===== src/rtl/zl_puncturer.sv =====
// DVB-S puncturer: deletes mother-code bits per the selected rate and repacks
// the survivors, in transmission order, into I/Q pairs through a 4-bit buffer.
module zl_puncturer (
   input  logic       clk,
   input  logic       rst_n,
   input  logic [2:0] code_rate,
   input  logic       data_in_i,
   input  logic       data_in_q,
   input  logic       data_in_req,
   output logic       data_in_ack,
   output logic       data_out_i,
   output logic       data_out_q,
   output logic       data_out_req,
   input  logic       data_out_ack
);

   // Period length for each rate; unknown encodings fall back to 1/2.
   function automatic logic [2:0] period_of(input logic [2:0] r);
      case (r)
         3'd1:    period_of = 3'd2;
         3'd2:    period_of = 3'd3;
         3'd3:    period_of = 3'd5;
         3'd4:    period_of = 3'd7;
         default: period_of = 3'd1;
      endcase
   endfunction

   // Returns {keep_x, keep_y} for a rate at a period position.
   function automatic logic [1:0] keep_mask(input logic [2:0] r, input logic [2:0] p);
      keep_mask = 2'b11;
      case (r)
         3'd1: keep_mask = (p == 3'd0) ? 2'b11 : 2'b01;
         3'd2: case (p)
                  3'd0:    keep_mask = 2'b11;
                  3'd1:    keep_mask = 2'b01;
                  default: keep_mask = 2'b10;
               endcase
         3'd3: case (p)
                  3'd0:       keep_mask = 2'b11;
                  3'd1, 3'd3: keep_mask = 2'b01;
                  default:    keep_mask = 2'b10;
               endcase
         3'd4: case (p)
                  3'd0:       keep_mask = 2'b11;
                  3'd4, 3'd6: keep_mask = 2'b10;
                  default:    keep_mask = 2'b01;
               endcase
         default: keep_mask = 2'b11;
      endcase
   endfunction

   logic [3:0] buff, base_buf, next_buf;
   logic [2:0] count, base_cnt, next_cnt;
   logic [2:0] pos, next_pos;
   logic [2:0] active_rate, rate_sel;
   logic [1:0] keep;
   logic       accept, emit;

   assign accept   = data_in_req && data_in_ack;
   assign emit     = data_out_req && data_out_ack;
   assign rate_sel = (pos == 3'd0) ? code_rate : active_rate;
   assign keep     = keep_mask(rate_sel, pos);

   // Bit 0 of the buffer is always the oldest; emission shifts the pair out
   // before new bits land at the first free slot.
   always_comb begin
      base_buf = emit ? {2'b00, buff[3:2]} : buff;
      base_cnt = emit ? count - 3'd2 : count;
      next_buf = base_buf;
      next_cnt = base_cnt;
      next_pos = pos;
      if (accept) begin
         if (keep[1]) begin
            next_buf[next_cnt[1:0]] = data_in_i;
            next_cnt = next_cnt + 3'd1;
         end
         if (keep[0]) begin
            next_buf[next_cnt[1:0]] = data_in_q;
            next_cnt = next_cnt + 3'd1;
         end
         next_pos = (pos == period_of(rate_sel) - 3'd1) ? 3'd0 : pos + 3'd1;
      end
   end

   always_ff @(posedge clk or negedge rst_n) begin
      if (!rst_n) begin
         buff         <= '0;
         count        <= '0;
         pos          <= '0;
         active_rate  <= '0;
         data_in_ack  <= 1'b1;
         data_out_req <= 1'b0;
         data_out_i   <= 1'b0;
         data_out_q   <= 1'b0;
      end else begin
         buff         <= next_buf;
         count        <= next_cnt;
         pos          <= next_pos;
         if (accept && pos == 3'd0)
            active_rate <= code_rate;
         // Handshake flags track the registered count, so neither depends on
         // this cycle's req/ack inputs.
         data_in_ack  <= (next_cnt <= 3'd2);
         data_out_req <= (next_cnt >= 3'd2);
         data_out_i   <= next_buf[0];
         data_out_q   <= next_buf[1];
      end
   end

endmodule


===== config.mk =====
export PLATFORM = sky130hd
export DESIGN_NAME = zl_puncturer
export DESIGN_NICKNAME = d
export VERILOG_FILES = /design/src/rtl/zl_puncturer.sv
export SDC_FILE = /design/constraint.sdc
export NUM_CORES = 1
export LEC_CHECK = 0
export ABC_AREA = 1
export CAP_MARGIN = 10
export CORE_UTILIZATION = 33
export CTS_BUF_LIST = sky130_fd_sc_hd__clkbuf_2
export DETAILED_ROUTE_END_ITERATION = 10
export SLEW_MARGIN = 20
export SYNTH_ARGS = -nofsm -noshare
export SYNTH_HDL_FRONTEND = slang
export SYNTH_SLANG_ARGS = --single-unit

===== constraint.sdc =====
create_clock -name clk -period 3.3 [get_ports clk]
set_input_delay 0.495 -clock clk [delete_from_list [all_inputs] [get_ports clk]]
set_output_delay 0.495 -clock clk [all_outputs]
set_load 0.03 [all_outputs]

### After elaboration in Yosys (flattened, before gate mapping)

Index checks and enable logic that the tools add are counted.
Widths: inputs -> output; s select.

* output and inout port bits: 4
* register bits after elaboration: 17
* input port bits: 9

* mux-type cells: 25
* equal/unequal tests: 9
* add/subtract/negate cells: 5
* reductions and logical operators: 8
* magnitude comparators: 6

Operators by type and width (count)
* $mux 3: 8
* $mux 4: 5
* $pmux 2 s2: 3
* $pmux 3 s4: 1
* $add 3x1->3 const B: 3
* $eq 3x2->1 const B: 3
* $eq 3x3->1 const B: 3
* $bwmux 4: 2
* $pmux 2 s4: 1
* $eq 3x1->1 const B: 2
* $lt 2x3->1 const B: 2
* $logic_and 1x1->1: 5
* $demux 1 s2: 2
* $ge 2x1->1 const B: 2
* $reduce_or 2->1: 2
* $eq 3x3->1: 1
* $ge 3x2->1 const B: 1
* $le 3x2->1 const B: 1
* $logic_not 3->1: 1
* $sub 3x1->3 const B: 1
* $sub 3x2->3 const B: 1
* $mux 1: 2
* $mux 2: 1

### Logic depth before layout (Yosys ltp)

Gate-level depths: netlist of run 1.

* depth in word-level cells: 13
* gate-level depth with buffers: 21
* mapped depth without buffers: 19

### Worst setup path after synthesis of run 1

No wires, ideal clock.

* kind: register to register
* start: register pos[0]
* end: register data_out_req
* buffers on the path: 2
* data required time: 3.176 ns
* setup time: 0.124 ns
* arrival time: 2.422 ns
* period minus slack after synthesis: 2.546 ns
* path slack: 0.754 ns
* cell stages (with the launch flop): 18
* path through: dfrtp_1 > inv_1 > ha_1 > buf_6 > nand2_4 > nand2_1 > nand2_4 > nand2_4 > nor2_1 > nor2_2 > nand3_2 > buf_6 > nand2_4 > nand2_4 > ha_1 > a21oi_1 > a21oi_2 > or2_1

* cells in the longest elaborated chain, start to end: 10

Ends and longest elaborated chain
* start: declaration: line 54 `logic [2:0] pos, next_pos;`
* start signal: assignment: line 98 `pos <= next_pos;`
* $eq 3x3->1 (tied with other cells): line 43 `3'd4: case (p)`
* $reduce_or 2->1 (tied with other cells): line 43
* $pmux 2 s2 (tied with other cells): line 43
* $pmux 2 s4 (*): line 31 `case (r)`
* $mux 3: line 73 `if (keep[1]) begin`
* $mux 3: line 72 `if (accept) begin`
* $add 3x1->3: line 79 `next_cnt = next_cnt + 3'd1;`
* $mux 3 (*): line 77 `if (keep[0]) begin`
* $mux 3 (*): line 72
* named net next_cnt[1]: line 53 `logic [2:0] count, base_cnt, next_cnt;`
* $ge 3x2->1 (*): line 104 `data_out_req <= (next_cnt >= 3'd2);`
* end signal: assignment: line 104
* end: declaration: line 13 `output logic data_out_req,`

Mark *: on every way through the listed nets, which the timed path passes. The rest lies on a longest branch. The select of a mux whose other input is x is not followed.
A chain may end at the register's enable or synchronous reset.

### Worst setup path after layout of run 1

Same ends and word-level chain as after synthesis.

==> run metrics, run 1 <==
CTS Hold Bufs=0; CTS sink count=15; RSZ-0062 raised after global routing=false; CP startpoint=pos[0]; post-CTS setup buffer count=0; register area share after synthesis=between 20% and 30%; CTS resizes=0; slowest stage delay, CP=0.45 ns; antenna viol nets, final=0; die area=5073 µm²; required time of the critical path=3.52 ns; worst path arrival time=3.15 ns; TritonCTS buffer count=3; top post-synthesis cells by count=49 x nand2_1, 23 x inv_1, 17 x nand3_1, 14 x dfrtp_1, 12 x o21ai_0; CP max stage cell=dfrtp_1; Finished Layout Cells=between 200 and 300; CP startpoint kind=flop; Endpoint, Worst Hold=active_rate[2]; Port Buffers=12; RePlAce Congestion=between 0.8 and 0.9; Yosys cell types=31; CTS tree=done; fin crit share=88.83%; crit path max fanout=11; first-pass GRT wire length=roughly 5800 µm; Nets=239; Worst-Margin Slew=between 0.7 and 0.8 ns; Synth warnings=0; Vias=~1300; CTS max path bufs=2; Final Hold Viols=0; Post-Synthesis Cells=between 200 and 250; Period minus WS final=2.931 ns; largest net degree at the start of global routing=16; Initial Util=between 30% and 40%; Hold Crit Depth=2; Worst Hold Class=flop to flop; endpoint class of the critical path=flop; Detailed Route Iter0 Violations=50; status=finished clean; cell type with the largest total area after synthesis=dfrtp_1; Synth Register Bits=15; post-synth net total=225; vias in the first global route=between 1000 and 1500; asr flop ratio synth=100.0%; dpl cells=around 270; Final setup viols=0; fraction of layout cells with a size suffix above 1=23.39%; core footprint=4474 µm²; DR pass1 iterations=4; Rel. slew slack=52.92%; pins over their slew limit=0; clock transition at the registers of the reported paths=~0.19 ns; Crit path top cell by count=nand2_4; GR Overflow Total=0; routed wire length=3154 µm; setup TNS=0 ns; register area=376.6 µm²; Worst Reg-to-Reg Cells=16; DRC violations left=0; Multi-input gate area=roughly 1100 µm²; WS Path Type=flop to flop; RR Startpoint=pos[0]; reg2reg end=data_out_req; CTS root buf=clkbuf_2; Vias/cell=4.763; Max Clock Freq=0.3411 GHz; Post-synth EDFFs=0; area fraction of the dominant cell type after synthesis=22.15%; Area Growth Syn to Fin=10.44%; R2R Setup Slk=0.37 ns; Row Count=24; fillcell total=between 400 and 500; Die H=71.23 µm; Hold Crit Start=active_rate[2]; Post-Syn Area per Cell=7.715 µm²; GR Util All Layers=14.47%; DIE WIDTH=between 70 and 80 µm; Ant. Diodes=0; largest cells by area after synthesis=dfrtp_1 22%, nand2_1 12%, ha_1 8.7%; dpl hpwl=2532 µm; Clock Skew=between 0.003 and 0.004 ns; most frequent cell after synthesis=nand2_1; initial antenna violation count=0; H-tree Lvls=1; io pins=13; Post-Synthesis Cell Area=1582 µm²; clk_lat worst skew=0.31 ns; critical path, cell by cell=inv_1 -> ha_1 -> buf_4 -> nand2_4 -> nand2_1 -> nand2_4 -> nand2_4 -> nor2_1 -> nor2_2 -> nand3_2 -> nand2_4 -> nand2_4 -> ha_1 -> a21oi_1 -> a21oi_2 -> or2_1; top_reg_cell synth=dfrtp_1; routed len/inst=approximately 12 µm; max-cap check violation count=0
==> how the worst max path moves through the flow <==
| stage | slack (ns) | cells after the start | to |
|---|---|---|---|
| floorplan | 0.75 | 17 | data_out_req |
| global placement | 0.35 | 14 | data_out_req |
| detailed placement | 0.31 | 14 | data_out_req |
| CTS | 0.36 | 16 | data_out_req |
| global route | 0.12 | 20 | data_out_req |
| finish | 0.37 | 16 | data_out_req |
==> sequential cells by signal (all words and copies together) (netlist names) <==
| name | count |
|---|---|
| data_out_req | 1 |
| buff | 4 |
| pos | 3 |
| active_rate | 3 |
| data_in_ack | 1 |
| count | 3 |
==> cell usage in the layout (no fill, tap or decap) <==
| cell type | instances |
|---|---|
| mux2i_1 | 1 |
| or2_2 | 1 |
| inv_1 | 23 |
| o21ai_0 | 12 |
| clkbuf_2 | 3 |
| buf_4 | 1 |
| o21bai_2 | 1 |
| o211ai_1 | 1 |
| nor2_1 | 9 |
| nand2_1 | 49 |
| a21oi_2 | 1 |
| dfrtp_1 | 14 |
| nor2_2 | 10 |
| nand3_2 | 8 |
| dfstp_2 | 1 |
| clkdlybuf4s50_1 | 12 |
| xnor2_1 | 1 |
| inv_4 | 1 |
| ha_1 | 11 |
| nand3_1 | 17 |
| a22oi_1 | 1 |
| o22ai_1 | 1 |
| or2_1 | 2 |
| a21oi_1 | 3 |
| nand2_4 | 11 |
| xor2_1 | 3 |
| inv_2 | 3 |
| clkinv_2 | 1 |
| o21ai_1 | 1 |
| nand2_2 | 3 |
| nand4_1 | 6 |
| nand3_4 | 6 |
==> metal layers <==
metal | up-vias | GRT usage [%] | routed length, µm
met5 | - | 0 | 0
met4 | 0 | 4.667 | 34
met3 | 2 | 1.688 | 104
met2 | 17 | 24.13 | 1423
li1 | 689 | - | -
met1 | 578 | 19.56 | 1591
==> logic make-up (layout without fill, tap and decap cells) <==
logic type               count (synthesis)  after routing  synth area share [%]
adder cells (fa/ha/maj)                 11             11                 8.702
XOR/XNOR                                 4              4                 2.216
buffers and inverters                   31             44                 9.572
multiplexers                             1              1                0.6329
AND/OR/NAND/NOR                        122            122                 47.39
flip-flops                              15             15                 23.81
AO/OA/AOI/OAI                           21             21                 7.674
==> layout make-up <==
cell class                      instances  area share, %
Timing Repair Buffer                   13          7.307
Clock buffer                            3         0.8596
Tap cell                               52          3.725
Multi-Input combinational cell        159          60.31
Clock inverter                          1         0.2865
Sequential cell                        15          21.56
Inverter                               27          5.946
==> through the flow <==
step / utilization (%) / hold slack (ns) / setup slack (ns) / area (µm²)
final: 39.04 / 0.5431 / 0.3686 / 1747
after detailed placement: 38.59 / 0.5066 / 0.3089 / 1727
after global routing: 39.04 / 0.5855 / 0.1227 / 1747
after CTS: 39.04 / 0.5442 / 0.3622 / 1747
after global placement: 38.59 / 0.4969 / 0.3451 / 1727
after floorplan: - / 0.1994 / 0.7538 / 1582
==> worst max-delay path: cells and delay by family (launching register included) <==
family | cells | cell delay (ns)
flops | 1 | 0.45
fa+ha+maj | 2 | 0.46
simple gates | 10 | 1.28
compound gates | 2 | 0.27
buf+inv | 2 | 0.36
Power of run 1 is left out: the tool's default activity adds up to more than one toggle a clock period on the data nets, which glitch-free logic cannot reach.
==> run 2, diff against run 1 <==
- CORE_MARGIN: default -> 3
==> run 2 against run 1 <==
Clock skew up 0.013 ns. Die area up 12%. Utilization down 0.26 points. Global-route usage down 2.0 points. Sequential share of layout area unchanged. Routed wire length up 0.70%. Register-to-register slack better by 0.04 ns. Maximum frequency up 1.2%. First-iteration DRC count up 4.0%. Largest cell class unchanged.
==> run metrics, run 2 (synthesis gave the netlist of run 1 again) <==
DIE WIDTH=75.23 µm (+5.6%); CTS root buf=clkbuf_2; CTS Hold Bufs=0 (unchanged); first-pass GRT wire length=5499 µm (-5.2%); worst path arrival time=3.12 ns (-0.03 ns); dpl hpwl=2500 µm (-1.3%); CTS resizes=0 (unchanged); DR pass1 iterations=4 (unchanged); CP startpoint kind=flop; register area=376.6 µm² (unchanged); fillcell total=477 (+1.5%); Ant. Diodes=0 (unchanged); core footprint=4504 µm² (+0.67%); GR Util All Layers=12.51% (-2.0 points); GR Overflow Total=0 (unchanged); Die H=75.23 µm (+5.6%); Multi-input gate area=1054 µm² (unchanged); Top reg by flops=buff; Worst-Margin Slew=0.7196 ns (+0.01553 ns); RePlAce Congestion=0.8435 (-1.9%); status=finished clean; Finished Layout Cells=270 (unchanged); RR Startpoint=pos[0]; most frequent cells in the layout=49 x nand2_1, 23 x inv_1, 17 x nand3_1; crit path max fanout=11 (unchanged); met3 WL post-DR=63 µm (-39%); Area Growth Syn to Fin=10.44% (unchanged); vias in the first global route=1192 (-8.6%); uppermost layer routed=met4; commonest non-fill, non-tap cell in the layout=nand2_1; Placed Area=1727 µm² (unchanged); largest net degree at the start of global routing=16 (unchanged); die area=5659 µm² (+12%); routed wire length=3176 µm (+0.70%); Initial Util=35.11% (-0.24 points); routed len/inst=11.76 µm (+0.70%); initial antenna violation count=0 (unchanged); Hold Crit Start=active_rate[2]; io pins=13 (unchanged); Clock Skew=0.01633 ns (+0.01255 ns); Nets=239 (unchanged); CP startpoint=pos[0]; dpl cells=266 (unchanged); fraction of layout cells with a size suffix above 1=23.39% (unchanged); RSZ-0062 raised after global routing=false; met2 wire length=1352 µm (-5.0%); Max Clock Freq=0.3453 GHz (+1.2%); post-CTS setup buffer count=0 (unchanged); WS Path Type=flop to flop; pins over their slew limit=0 (unchanged); max reg flops=4 (unchanged); Port Buffers=12 (unchanged); Worst Hold Class=flop to flop; CTS max path bufs=2 (unchanged); Vias/cell=4.719 (-0.93%); Met1 Wirelength=1702 µm (+7.0%); fin crit share=87.75% (-1.1 points); required time of the critical path=3.53 ns (about the same); Row Count=24 (unchanged); Final Hold Viols=0 (unchanged); setup TNS=0 ns (unchanged); max-cap check violation count=0 (unchanged); CTS sink count=15 (unchanged); DRC violations left=0 (unchanged); H-tree Lvls=1 (unchanged); Rel. slew slack=51.88% (-1.0 points); endpoint class of the critical path=flop; clk_lat worst skew=0.31 ns (about the same); Detailed Route Iter0 Violations=52 (+4.0%); Final setup viols=0 (unchanged); Vias=1274 (-0.93%); antenna viol nets, final=0 (unchanged); clock transition at the registers of the reported paths=0.17 ns (-0.02 ns); cell area after layout=1747 µm² (unchanged); TritonCTS buffer count=3 (unchanged); Period minus WS final=2.896 ns (-0.03547 ns); CTS tree=done; final design utilization=38.78% (-0.26 points)
==> run 2: cell counts in the layout (fill, tap and decap cells not counted) <==
No cell type changed its count.
==> run 2: path summary, 6_finish.rpt <==
| path | end | slack (ns) | cells past startpoint |
|---|---|---|---|
| max | data_out_req | 0.40 | 16 |
| min | active_rate[2] | 0.54 | 2 |
| max reg2reg | data_out_req | 0.40 | 16 |
| min reg2reg | active_rate[2] | 0.54 | 2 |
| max in group asynchronous | pos[0] | 2.25 | 1 |
| min in group asynchronous | buff[0] | 0.58 | 1 |
==> run 2: stage by stage <==
stage                     setup slack, ns  hold WS [ns]
after global routing               0.1636        0.5774
after detailed placement           0.3096        0.5036
final                              0.4041        0.5350
after CTS                          0.3766        0.5415
after global placement             0.3593        0.4985
after floorplan                    0.7538        0.1994
==> run 2: final cells by class <==
type	instances	area share, %
clock inverter	1	0.2865
clock buffer	3	0.8596
inverter	27	5.946
sequential	15	21.56
timing repair buffer	13	7.307
tap	52	3.725
multi-input combinational	159	60.31
==> run 2: critical path: stages (launching register included) <==
cell and delay, ns:
dfrtp_1 0.43, inv_1 0.16, ha_1 0.17, buf_4 0.20, nand2_4 0.10, nand2_1 0.12, nand2_4 0.10, nand2_4 0.10
nor2_1 0.05, nor2_2 0.12, nand3_2 0.26, nand2_4 0.16, nand2_4 0.07, ha_1 0.29, a21oi_1 0.18, a21oi_2 0.09
or2_1 0.23
==> run 2: metal layers <==
| layer | vias to the layer above | track usage, % |
|---|---|---|
| li1 | 691 | - |
| met1 | 559 | 18.47 |
| met2 | 19 | 18.86 |
| met3 | 5 | 1.736 |
| met4 | 0 | 3.689 |
| met5 | - | 0 |
Power of run 2 is left out for the same reason.
==> patch, RTL diff (config.mk and constraints of run 1) <==
`buff` no longer has a reset.
--- a/src/rtl/zl_puncturer.sv
+++ b/src/rtl/zl_puncturer.sv
@@ -85,5 +85,4 @@
    always_ff @(posedge clk or negedge rst_n) begin
       if (!rst_n) begin
-         buff         <= '0;
          count        <= '0;
          pos          <= '0;
@@ -94,5 +93,4 @@
          data_out_q   <= 1'b0;
       end else begin
-         buff         <= next_buf;
          count        <= next_cnt;
          pos          <= next_pos;
@@ -108,4 +106,8 @@
    end
 
+   always_ff @(posedge clk) begin
+      buff <= next_buf;
+   end
+
 endmodule
 
Check against the original RTL: not equivalent (Yosys sat finds a counterexample within 4 cycles, from zero or initial values and one cycle with rst_n low).
==> patch against run 1 <==
- utilization grew 0.13 points
- sequential share of layout area increased by 1.5 points
- routed wire length up 4.1%
- sequential cell count increased by 2
- critical endpoint unchanged
- via count grew 0.70%
- worst hold slack worse by 1.8 ps
- setup slack got worse by 31 ps
- count of clock-buffer cells in the layout unchanged
- synthesized cell count grew 0.98%
- largest cell class unchanged
- design area is 1.0% higher
- synthesized area rose by 0.63%
Power is left out: the tool's default activity adds up to more than one toggle a clock period on the data nets, which glitch-free logic cannot reach.
==> patch: results (changes against run 1) <==
| Metric | Value |
|---|---|
| Clk_skew | 13.8 ps (was 3.78 ps) |
| Top cells by area, synth | dfrtp_1 (19%), nand2_1 (11%), ha_1 (8.6%) (was dfrtp_1 (22%), nand2_1 (12%), ha_1 (8.7%)) |
| Status | finished, final reports clean (unchanged) |
| R2R Setup Slk | 340 ps (was 370 ps) |
| DP HPWL | 2550 µm (was 2530 µm) |
| Placed cells | 268 (was 266) |
| Synthesized-area fraction occupied by adder cells | 0.0865 (was 0.0870) |
| Vias in the first global route | 1318 (was 1304) |
| Max-slew headroom | 0.568 (was 0.529) |
| First-pass GRT wire length | 5860 µm (was 5800 µm) |
| Asr flop ratio synth | 0.765 (was 1.00) |
| Overall routing resource usage | 0.144 (was 0.145) |
| Max Fclk | 338 MHz (was 341 MHz) |
| Synth top cells by count | nand2_1 (48), inv_1 (24), nand3_1 (19), nor2_1 (13) (was nand2_1 (49), inv_1 (23), nand3_1 (17), dfrtp_1 (14), o21ai_0 (12)) |
| Compound-Gate Fraction of Synth Area | 0.0810 (was 0.0767) |
| Worst slack, placed | 195 ps (was 309 ps) |
| Starting DRT DRC Count | 90 (was 50) |
| Avg Inst Size Synth | 7.69 µm² (was 7.71 µm²) |
| Seq/Total Area, Yosys | 0.256 (was 0.238) |
| Mux share of post-synthesis cell area | 0.00629 (was 0.00633) |
| Share of layout cells above drive strength 1 | 0.209 (was 0.234) |
| Reg2Reg Depth | 14 (was 16) |
| Nets | 241 (was 239) |
| XOR/XNOR share of the synthesized area | 0.0220 (was 0.0222) |
| WP data arrival | 3200 ps (was 3150 ps) |
| Fillers | 480 (was 470) |
patch: cell types whose count changed after synthesis, sizes merged:
cell	before	now
dfrtp	14	12
dfxtp	0	4
patch: cell type report:
type / count / area (µm²) / share of cell area
sequential: 17 / 407 / 0.230
multi-input combinational: 159 / 1040 / 0.591
timing repair buffer: 13 / 128 / 0.0723
clock buffer: 3 / 15.0 / 0.00851
clock inverter: 1 / 5.00 / 0.00284
inverter: 27 / 101 / 0.0574
tap: 52 / 65.1 / 0.0369
patch: repair_timing:
item / in CTS / in global routing
gates resized for setup: 0 / 1
endpoints found under the setup margin: 0 / 1
endpoints found under the hold margin: 0 / 0
patch: metrics by stage:
stage | util | hold slack (ps)
floorplan | - | 199
global placement | 0.387 | 490
detailed placement | 0.387 | 504
CTS | 0.391 | 538
global route | 0.392 | 565
finish | 0.392 | 541
patch: per-layer routing:
layer,routed length [µm],vias up,GRT usage
li1,-,696,-
met3,84,2,0.0141
met5,0,-,0
met1,1630,581,0.195
met2,1540,16,0.235
met4,32,0,0.0600
